<file path="config.mk">
export PLATFORM = sky130hd
export DESIGN_NAME = fifo_stream_reader
export DESIGN_NICKNAME = d
export VERILOG_FILES = /design/src/rtl/fifo_stream_reader.sv
export SDC_FILE = /design/constraint.sdc
export NUM_CORES = 1
export LEC_CHECK = 0
export ABC_AREA = 1
export CORE_MARGIN = 2
export CORE_UTILIZATION = 45
export CTS_CLUSTER_SIZE = 24
export DETAILED_ROUTE_END_ITERATION = 16
export HOLD_SLACK_MARGIN = 0.03
export PLACE_DENSITY = 0.73
export SLEW_MARGIN = 10
export SYNTH_ARGS = -nofsm -noshare
export SYNTH_HDL_FRONTEND = slang
export SYNTH_SLANG_ARGS = --single-unit
export TNS_END_PERCENT = 10
</file>
<file path="constraint.sdc">
create_clock -name clk -period 6.2 [get_ports clk]
set_input_delay 1.86 -clock clk [delete_from_list [all_inputs] [get_ports clk]]
set_output_delay 1.86 -clock clk [all_outputs]
set_load 0.02 [all_outputs]
</file>
<file path="src/rtl/fifo_stream_reader.sv">
// Read-side adapter: drives a registered-read FIFO and re-presents its words as a
// valid/ready stream via a 2-entry skid buffer. Optional counters: FIFO_STREAM_STATS_EN.
module fifo_stream_reader #(
    parameter int WIDTH = 8
) (
    input  logic             clk,
    input  logic             rst_n,
    output logic             fifo_rd_en,
    input  logic [WIDTH-1:0] fifo_rd_data,
    input  logic             fifo_empty,
    output logic             m_valid,
    output logic [WIDTH-1:0] m_data,
    input  logic             m_ready
`ifdef FIFO_STREAM_STATS_EN
    ,
    output logic [31:0]      xfer_count,
    output logic [31:0]      stall_count
`endif
);

    logic             pend;
    logic [1:0]       occ;
    logic             wr_ptr;
    logic             rd_ptr;
    logic [WIDTH-1:0] mem_q [2];
    logic             pop;
    logic [2:0]       fill_next;

    assign pop       = m_valid && m_ready;
    // Never underflows: pop implies occ >= 1.
    assign fill_next = {1'b0, occ} + {2'b00, pend} - {2'b00, pop};
    // Issue only if the word landing next cycle is guaranteed a free slot.
    assign fifo_rd_en = rst_n && !fifo_empty && (fill_next < 3'd2);

    assign m_valid = (occ != 2'd0);
    assign m_data  = mem_q[rd_ptr];

    always_ff @(posedge clk or negedge rst_n) begin
        if (!rst_n) begin
            pend     <= 1'b0;
            occ      <= 2'd0;
            wr_ptr   <= 1'b0;
            rd_ptr   <= 1'b0;
            mem_q[0] <= '0;
            mem_q[1] <= '0;
        end else begin
            pend <= fifo_rd_en;
            occ  <= fill_next[1:0];
            // Capture only on the cycle after an issued read; stale rd_data is ignored.
            if (pend) begin
                mem_q[wr_ptr] <= fifo_rd_data;
                wr_ptr        <= ~wr_ptr;
            end
            if (pop)
                rd_ptr <= ~rd_ptr;
        end
    end

`ifdef FIFO_STREAM_STATS_EN
    always_ff @(posedge clk or negedge rst_n) begin
        if (!rst_n) begin
            xfer_count  <= 32'd0;
            stall_count <= 32'd0;
        end else begin
            if (pop)
                xfer_count <= xfer_count + 32'd1;
            if (m_valid && !m_ready && (stall_count != 32'hFFFF_FFFF))
                stall_count <= stall_count + 32'd1;
        end
    end
`endif

`ifdef ASSERT_ON
    always @(posedge clk) begin
        if (rst_n)
            assert (!(pend && (occ == 2'd2) && !pop));
    end
`endif

endmodule

</file>
[Word-level counts from Yosys, hierarchy flattened]
Index checks and enable logic that the tools add are counted.
Storage, ports and cells
  output and inout port bits: 10
  bits in registers: 21
  input bits: 12
Cells by class
  order comparisons: 4
  reduce and logical (&&, ||, !) cells: 6
  bitwise gates (word level): 4
  add/subtract/negate cells: 2
  muxes and demuxes: 6
Operators with widths (number)
  $mux 8: 4
  $bwmux 16: 1
  $demux 8 s1: 1
  $ge 2x2->1 const B: 2
  $logic_and 1x1->1: 4
  $not 1->2: 2
  $add 2x1->3: 1
  $lt 3x2->1 const B: 1
  $sub 3x1->3: 1
  $lt 2x1->1 const B: 1
  $not 1->1: 2
  $reduce_bool 2->1: 1
  $logic_not 1->1: 1

[Depth between registers and ports, before layout]
Gate-level depths: netlist (run 1).
  depth after elaboration: 6
  mapped depth: 9

[Worst setup path after synthesis (run 1)]
No wires, ideal clock.
  path type: input-to-output
  start: input port m_ready
  end: output port fifo_rd_en
  path slack: 0.979 ns
  stages on the path: 9
  data arrival time: 3.361 ns
  path buffers: 0
  cell sequence: o21ai_0 inv_1 ha_1 inv_1 ha_1 fa_1 inv_1 nand3b_1 nor2_1
On the way
  word-level cells in the longest chain between the ends: 4
RTL lines
  start, declared: line 13  | input logic m_ready
  $logic_and 1x1->1: line 29  | assign pop = m_valid && m_ready;
  named net pop: line 26  | logic pop;
  $sub 3x1->3: line 31  | assign fill_next = {1'b0, occ} + {2'b00, pend} - {2'b00, pop};
  named net fill_next[1]: line 27  | logic [2:0] fill_next;
  $lt 3x2->1: line 33  | assign fifo_rd_en = rst_n && !fifo_empty && (fill_next < 3'd2);
  $logic_and 1x1->1: line 33
  end, declared: line 8  | output logic fifo_rd_en,
The timed path passes the listed nets, and every way through them passes these cells.

[Worst setup path in the final report (run 1)]
Ends and elaborated chain as after synthesis.

==> results of run 1 <==
-- kinds of logic (layout without fill, tap and decap cells) --
kind of cell | Yosys count | count (layout) | share of synthesized area
buffers and inverters | 19 | 42 | 0.09448
DFF | 21 | 21 | 0.5512
AOI/OAI and AO/OA | 17 | 17 | 0.08924
xor gates and xnor gates | 2 | 2 | 0.01838
and+or+nand+nor | 48 | 48 | 0.1995
adders and majority gates | 3 | 3 | 0.04724
-- worst max-delay path: stages --
cell,delay [ns]
sky130_fd_sc_hd__clkdlybuf4s50_1,0.41
sky130_fd_sc_hd__o21ai_0,0.12
sky130_fd_sc_hd__inv_1,0.07
sky130_fd_sc_hd__ha_1,0.27
sky130_fd_sc_hd__inv_1,0.04
sky130_fd_sc_hd__ha_1,0.18
sky130_fd_sc_hd__fa_1,0.46
sky130_fd_sc_hd__inv_1,0.07
sky130_fd_sc_hd__nand3b_1,0.07
sky130_fd_sc_hd__nor2_1,0.13
sky130_fd_sc_hd__dlymetal6s2s_1,0.24
-- area by class of cell --
class	instances	share of cell area
Clock buffer	3	0.01865
Clock inverter	1	0.006218
Inverter	16	0.04974
Multi-Input combinational cell	70	0.2798
Sequential cell	21	0.4352
Tap cell	27	0.02798
Timing Repair Buffer	22	0.1824
-- per-layer routing --
layer | global-route usage | vias up
met2 | 0.2610 | 18
met3 | 0.03030 | 2
met4 | 0.05556 | 0
li1 | - | 384
met1 | 0.2302 | 343
met5 | 0 | -
-- cells in the mapped netlist --
library cell / instances / share of area
sky130_fd_sc_hd__nand2_1: 43 / 0.17
sky130_fd_sc_hd__dfrtp_1: 21 / 0.55
sky130_fd_sc_hd__o21ai_1: 16 / 0.084
sky130_fd_sc_hd__inv_1: 15 / 0.059
sky130_fd_sc_hd__buf_6: 2 / 0.024
sky130_fd_sc_hd__ha_1: 2 / 0.026
sky130_fd_sc_hd__nand2_2: 2 / 0.013
sky130_fd_sc_hd__buf_4: 1 / 0.0079
sky130_fd_sc_hd__clkinv_1: 1 / 0.0039
sky130_fd_sc_hd__fa_1: 1 / 0.021
sky130_fd_sc_hd__nand3_1: 1 / 0.0052
sky130_fd_sc_hd__nand3b_1: 1 / 0.0079
sky130_fd_sc_hd__nor2_1: 1 / 0.0039
sky130_fd_sc_hd__o21ai_0: 1 / 0.0052
sky130_fd_sc_hd__xnor2_1: 1 / 0.0092
sky130_fd_sc_hd__xor2_1: 1 / 0.0092
-- power by group through the flow --
stage | combinational (mW) | sequential, mW | clock, mW
after floorplan | 0.220 | 0.240 | 0
after global placement | 0.324 | 0.256 | 0
after detailed placement | 0.330 | 0.258 | 0
after CTS | 0.332 | 0.255 | 0.0709
after global routing | 0.371 | 0.267 | 0.0744
final | 0.329 | 0.255 | 0.0670
-- through the flow --
step,cell area [sq um],setup slack [ns]
6_report,1207,0.4106
5_1_grt,1207,0.2208
4_1_cts,1205,0.02171
3_5_place_dp,1175,0.03822
3_3_place_gp,1175,0.09554
2_1_floorplan,953.4,0.9793
-- flip-flops by register name (all words and copies together), names as in the netlist --
register  flops
rd_ptr        1
mem_q        16
pend          1
wr_ptr        1
occ           2
-- path summary, 6_finish.rpt --
kind | from | to | slack [ns]
setup / recovery | m_ready | fifo_rd_en | 0.41
hold / removal | mem_q[10] | mem_q[10] | 0.50
setup reg to reg | occ[1] | pend | 4.18
hold reg to reg | mem_q[10] | mem_q[10] | 0.50
max in group asynchronous | rst_n | mem_q[2] | 4.07
min in group asynchronous | rst_n | mem_q[1] | 1.91
-- timing repair --
item | CTS | global route
buffers inserted | 0 | 0
endpoints found under the setup margin | 0 | 1
gates resized for setup | 0 | 1
==> results.cfg, run 1 <==
[die]
floorplan.initialDensity = 0.4811
core_sq_um = 1982
die_h_um = 50.03
floorplan.io_pins = 22
rows = 16
dieWidth_um = 50.03
die_area_sq_um = 2503

[detailed_routing]
met2_wirelength_um = 777
routedWlPerCell_um = 10.72
drtIter0Drc = 19
iteration_count_of_the_initial_detailed_routing_pass = 4
finalWirelength_mm = 1.715
remaining_drc_errors = 0
post_route_met1_wirelength_um = 841
drt.antenna.violating_nets = 0
met3_length_um = 78
vias_per_cell = 4.669
detailroute.via_count = 747
route.top_layer_used = met4

[power_and_ir_drop]
seq_power_share = 0.392
totalPowerFinal_uw = 651.4
netSwitchingFraction = 0.4131
power_frac_comb = 0.505
power_per_cell_area_nw_per_um2 = 539.5
netSwitchingPower_uw = 269.1
leakagePower_nw = 0.6370
clock_power_share = 0.103
internal_power_uw = 382.3
worst_ir_drop_vdd_v = 0.0003546

[cts]
clk-insertion-delay-late_ns = 0.31
ctsHtreeMaxLevel = 1
holdBufCountCts = 0
tritoncts.num_buffers = 3
clkTransAtPathRegs_ns = 0.11
tritoncts = built
tritoncts_num_sinks = 21
cts-root-buf = sky130_fd_sc_hd__clkbuf_4
ctsLongestPathBuffers = 2

[global_route]
grt_pass1_wl_mm = 3.167
globalRouteOverflowTotal = 0
grt_start_max_net_pins = 22
grt_util_all_layers = 0.1660
first_global_vias = 733
antenna_violations_before_repair = 0

[run_status]
run_status = completed

[finish]
diodes = 0
layout.cells.non_filler = 160
final_cell_mix = 43 x sky130_fd_sc_hd__nand2_1, 21 x sky130_fd_sc_hd__dfrtp_1, 20 x sky130_fd_sc_hd__clkdlybuf4s50_1, 16 x sky130_fd_sc_hd__o21ai_1, 15 x sky130_fd_sc_hd__inv_1
drive_above_1_share = 0.05263
layout.cells.most_common = sky130_fd_sc_hd__nand2_1
sequential_cell_area_sq_um = 525.5
area_growth_pct = 26.64
filler_cell_count = 175
fin_util = 0.6092
multiInputGateArea_sq_um = 337.8
final_nets = 149

[timing]
tightest_slew_ns = 0.3927
hold_viol = 0
clock-skew-final_ns = 0.007090
min_period_over_period = 0.9338
totalNegativeSetupSlack_ns = 0
timing.final.crit_period_ns = 5.789
finalSetupViolCount = 0
rsz_0062_raised_after_global_routing = no
final_max_slew_viol_count = 0
finalHoldWorstSlack_ns = 0.5004
slew-limit-headroom = 0.7382
fmax_ghz = 0.1727

[worst_hold_path]
hold_depth = 2
timing.hold.worst.class = reg2reg

[synth]
postSynthRegisterBits = 21
unique_cell_type_count_in_the_yosys_netlist = 16
ys.warnings.count = 0
synth_seq_area_share = 0.5512
post_synth_inst_count = 110
avgSynthCellArea_sq_um = 8.667
post_synth_instance_area_sq_um = 953.4
synth_nets = 125

[worst_setup_path]
setup.worst_path.end_class = output pin
cp.required_ns = 4.34
worstPathArrival_ns = 3.93
cp_max_fo = 2
crit_path_start_kind = primary input
worst-r2r-cell-count = 9
worst_setup_path_category = in2out

[placement]
numPlacedInstances = 156
portBuffers = 21
finalWeightedCongestion = 0.7415
hpwl_mm = 1.181

[flow_run]
max_capacitance_violation_count = 0
No activity file was read; power rests on OpenSTA's default activity.
==> inputs of run 2 (changes only) <==
HOLD_SLACK_MARGIN = 0.15   (was 0.03)
==> results of run 2 <==
Final layout, timing and power as in run 1 (identical DEF).
==> inputs of run 3 (changes only) <==
clock period = 6.5 ns   (was 6.2 ns; I/O delays follow)
==> run 3 against run 2 <==
Worst setup slack worse by 0.26 ns. Global-route usage down 1.1 points. First-iteration DRC count down 16%. Hold slack better by 0.00073 ns. Sequential power down 5%. Core utilization down 0.25 points.
==> results.cfg, run 3 (same netlist as run 1, synthesis figures left out) <==
[run_status]
run_status = completed

[worst_setup_path]
cp.required_ns = 4.55
crit_path_start_kind = primary input
r2r-end = pend
reg2reg_slack_ns = 4.49
cp_max_fo = 2
rr_startpoint = occ[1]
cp-startpoint = m_ready
worst-r2r-cell-count = 9
worst_setup_path_category = in2out
setup.worst_path.end_class = output pin
worstPathArrival_ns = 4.40

[global_route]
antenna_violations_before_repair = 0
first_global_vias = 701
grt_pass1_wl_mm = 2.904
globalRouteOverflowTotal = 0
grt_util_all_layers = 0.1548
grt_start_max_net_pins = 23

[power_and_ir_drop]
worst_ir_drop_vdd_v = 0.0002916
power_per_cell_area_nw_per_um2 = 512.0
leakagePower_nw = 0.6232

[timing]
clock-skew-final_ns = 0.006101
final_max_slew_viol_count = 0
tightest_slew_ns = 0.3699
totalNegativeSetupSlack_ns = 0
finalHoldWorstSlack_ns = 0.5012
min_period_over_period = 0.9768
rsz_0062_raised_after_global_routing = no
timing.final.crit_period_ns = 6.349
finalSetupViolCount = 0
hold_viol = 0
fmax_ghz = 0.1575
slew-limit-headroom = 0.7534

[cts]
post-cts-setup-buffer-count = 0
tritoncts = built
ctsHtreeMaxLevel = 1
ctsLongestPathBuffers = 2
tritoncts_num_sinks = 21
clkTransAtPathRegs_ns = 0.11
clk-insertion-delay-late_ns = 0.30
holdBufCountCts = 0
tritoncts.num_buffers = 3
cts-root-buf = sky130_fd_sc_hd__clkbuf_4
cts.repair.resized = 0

[placement]
hpwl_mm = 1.130
portBuffers = 21
finalWeightedCongestion = 0.7373

[die]
rows = 16
die_area_sq_um = 2503
core_sq_um = 1982
floorplan.initialDensity = 0.4811
die_h_um = 50.03
dieWidth_um = 50.03
floorplan.io_pins = 22

[flow_run]
max_capacitance_violation_count = 0

[finish]
multiInputGateArea_sq_um = 337.8
layout.cells.most_common = sky130_fd_sc_hd__nand2_1
filler_cell_count = 178
register_with_the_highest_flop_count = mem_q
area_growth_pct = 26.12
final_nets = 149
drive_above_1_share = 0.05263
final_cell_mix = 43 x sky130_fd_sc_hd__nand2_1, 21 x sky130_fd_sc_hd__clkdlybuf4s50_1, 21 x sky130_fd_sc_hd__dfrtp_1, 16 x sky130_fd_sc_hd__o21ai_1, 15 x sky130_fd_sc_hd__inv_1
diodes = 0
fin_util = 0.6067
sequential_cell_area_sq_um = 525.5
top_regs = mem_q x16, occ x2
largest_reg_flops = 16

[worst_hold_path]
timing.hold.worst.class = reg2reg
worstHoldStart = mem_q[7]
hold_depth = 2
hold_end = mem_q[7]

[detailed_routing]
routedWlPerCell_um = 10.47
finalWirelength_mm = 1.675
remaining_drc_errors = 0
vias_per_cell = 4.531
detailroute.via_count = 725
drtIter0Drc = 16
drt.antenna.violating_nets = 0
iteration_count_of_the_initial_detailed_routing_pass = 4
==> run 3: cell count changes in the layout (fill, tap and decap cells not counted) <==
cell / change
sky130_fd_sc_hd__dlymetal6s2s_1: -1
sky130_fd_sc_hd__clkdlybuf4s50_1: +1
sky130_fd_sc_hd__clkinv_2: +1
sky130_fd_sc_hd__clkinvlp_4: -1
==> run 3: layout make-up <==
class                           instances  share of cell area
Sequential cell                        21              0.4370
Multi-Input combinational cell         70              0.2810
Timing Repair Buffer                   22              0.1811
Inverter                               16             0.04995
Tap cell                               27             0.02810
Clock buffer                            3             0.01873
Clock inverter                          1            0.004162
==> run 3: routing by layer <==
| metal | vias up | part of all wire | track usage | routed length (um) |
|---|---|---|---|---|
| met4 | 0 | 0.019 | 0.08333 | 31 |
| met2 | 20 | 0.46 | 0.2566 | 778 |
| li1 | 382 | - | - | - |
| met3 | 4 | 0.047 | 0.01818 | 78 |
| met1 | 319 | 0.47 | 0.1957 | 785 |
| met5 | - | 0 | 0 | 0 |
==> run 3: how the worst max path moves through the flow <==
stage	endpoint	slack, ns	depth (start not counted)
2_1_floorplan	fifo_rd_en	1.10	9
3_3_place_gp	fifo_rd_en	0.21	11
3_5_place_dp	fifo_rd_en	0.16	11
4_1_cts	fifo_rd_en	0.14	11
5_1_grt	fifo_rd_en	0.007	11
6_report	fifo_rd_en	0.15	11
==> run 3: power by group <==
group,internal (mW),switching [mW]
Sequential,0.197,0.0458
Combinational,0.145,0.166
Clock,0.0229,0.0395
==> run 3: through the flow <==
step                worst slack [ns]  instances  area [sq um]  power [mW]
finish                        0.1508        160          1202      0.6156
global route                0.006946        160          1202      0.6691
CTS                           0.1356        160          1202      0.6233
detailed placement            0.1581        156          1175      0.5588
global placement              0.2052        156          1175      0.5526
floorplan                      1.099        110         953.4      0.4387
==> run 3: critical path: stages <==
cell and delay [ns]:
sky130_fd_sc_hd__clkdlybuf4s50_1 0.42, sky130_fd_sc_hd__o21ai_0 0.12, sky130_fd_sc_hd__inv_1 0.07, sky130_fd_sc_hd__ha_1 0.27
sky130_fd_sc_hd__inv_1 0.04, sky130_fd_sc_hd__ha_1 0.17, sky130_fd_sc_hd__fa_1 0.46, sky130_fd_sc_hd__inv_1 0.07
sky130_fd_sc_hd__nand3b_1 0.07, sky130_fd_sc_hd__nor2_1 0.15, sky130_fd_sc_hd__clkdlybuf4s50_1 0.62
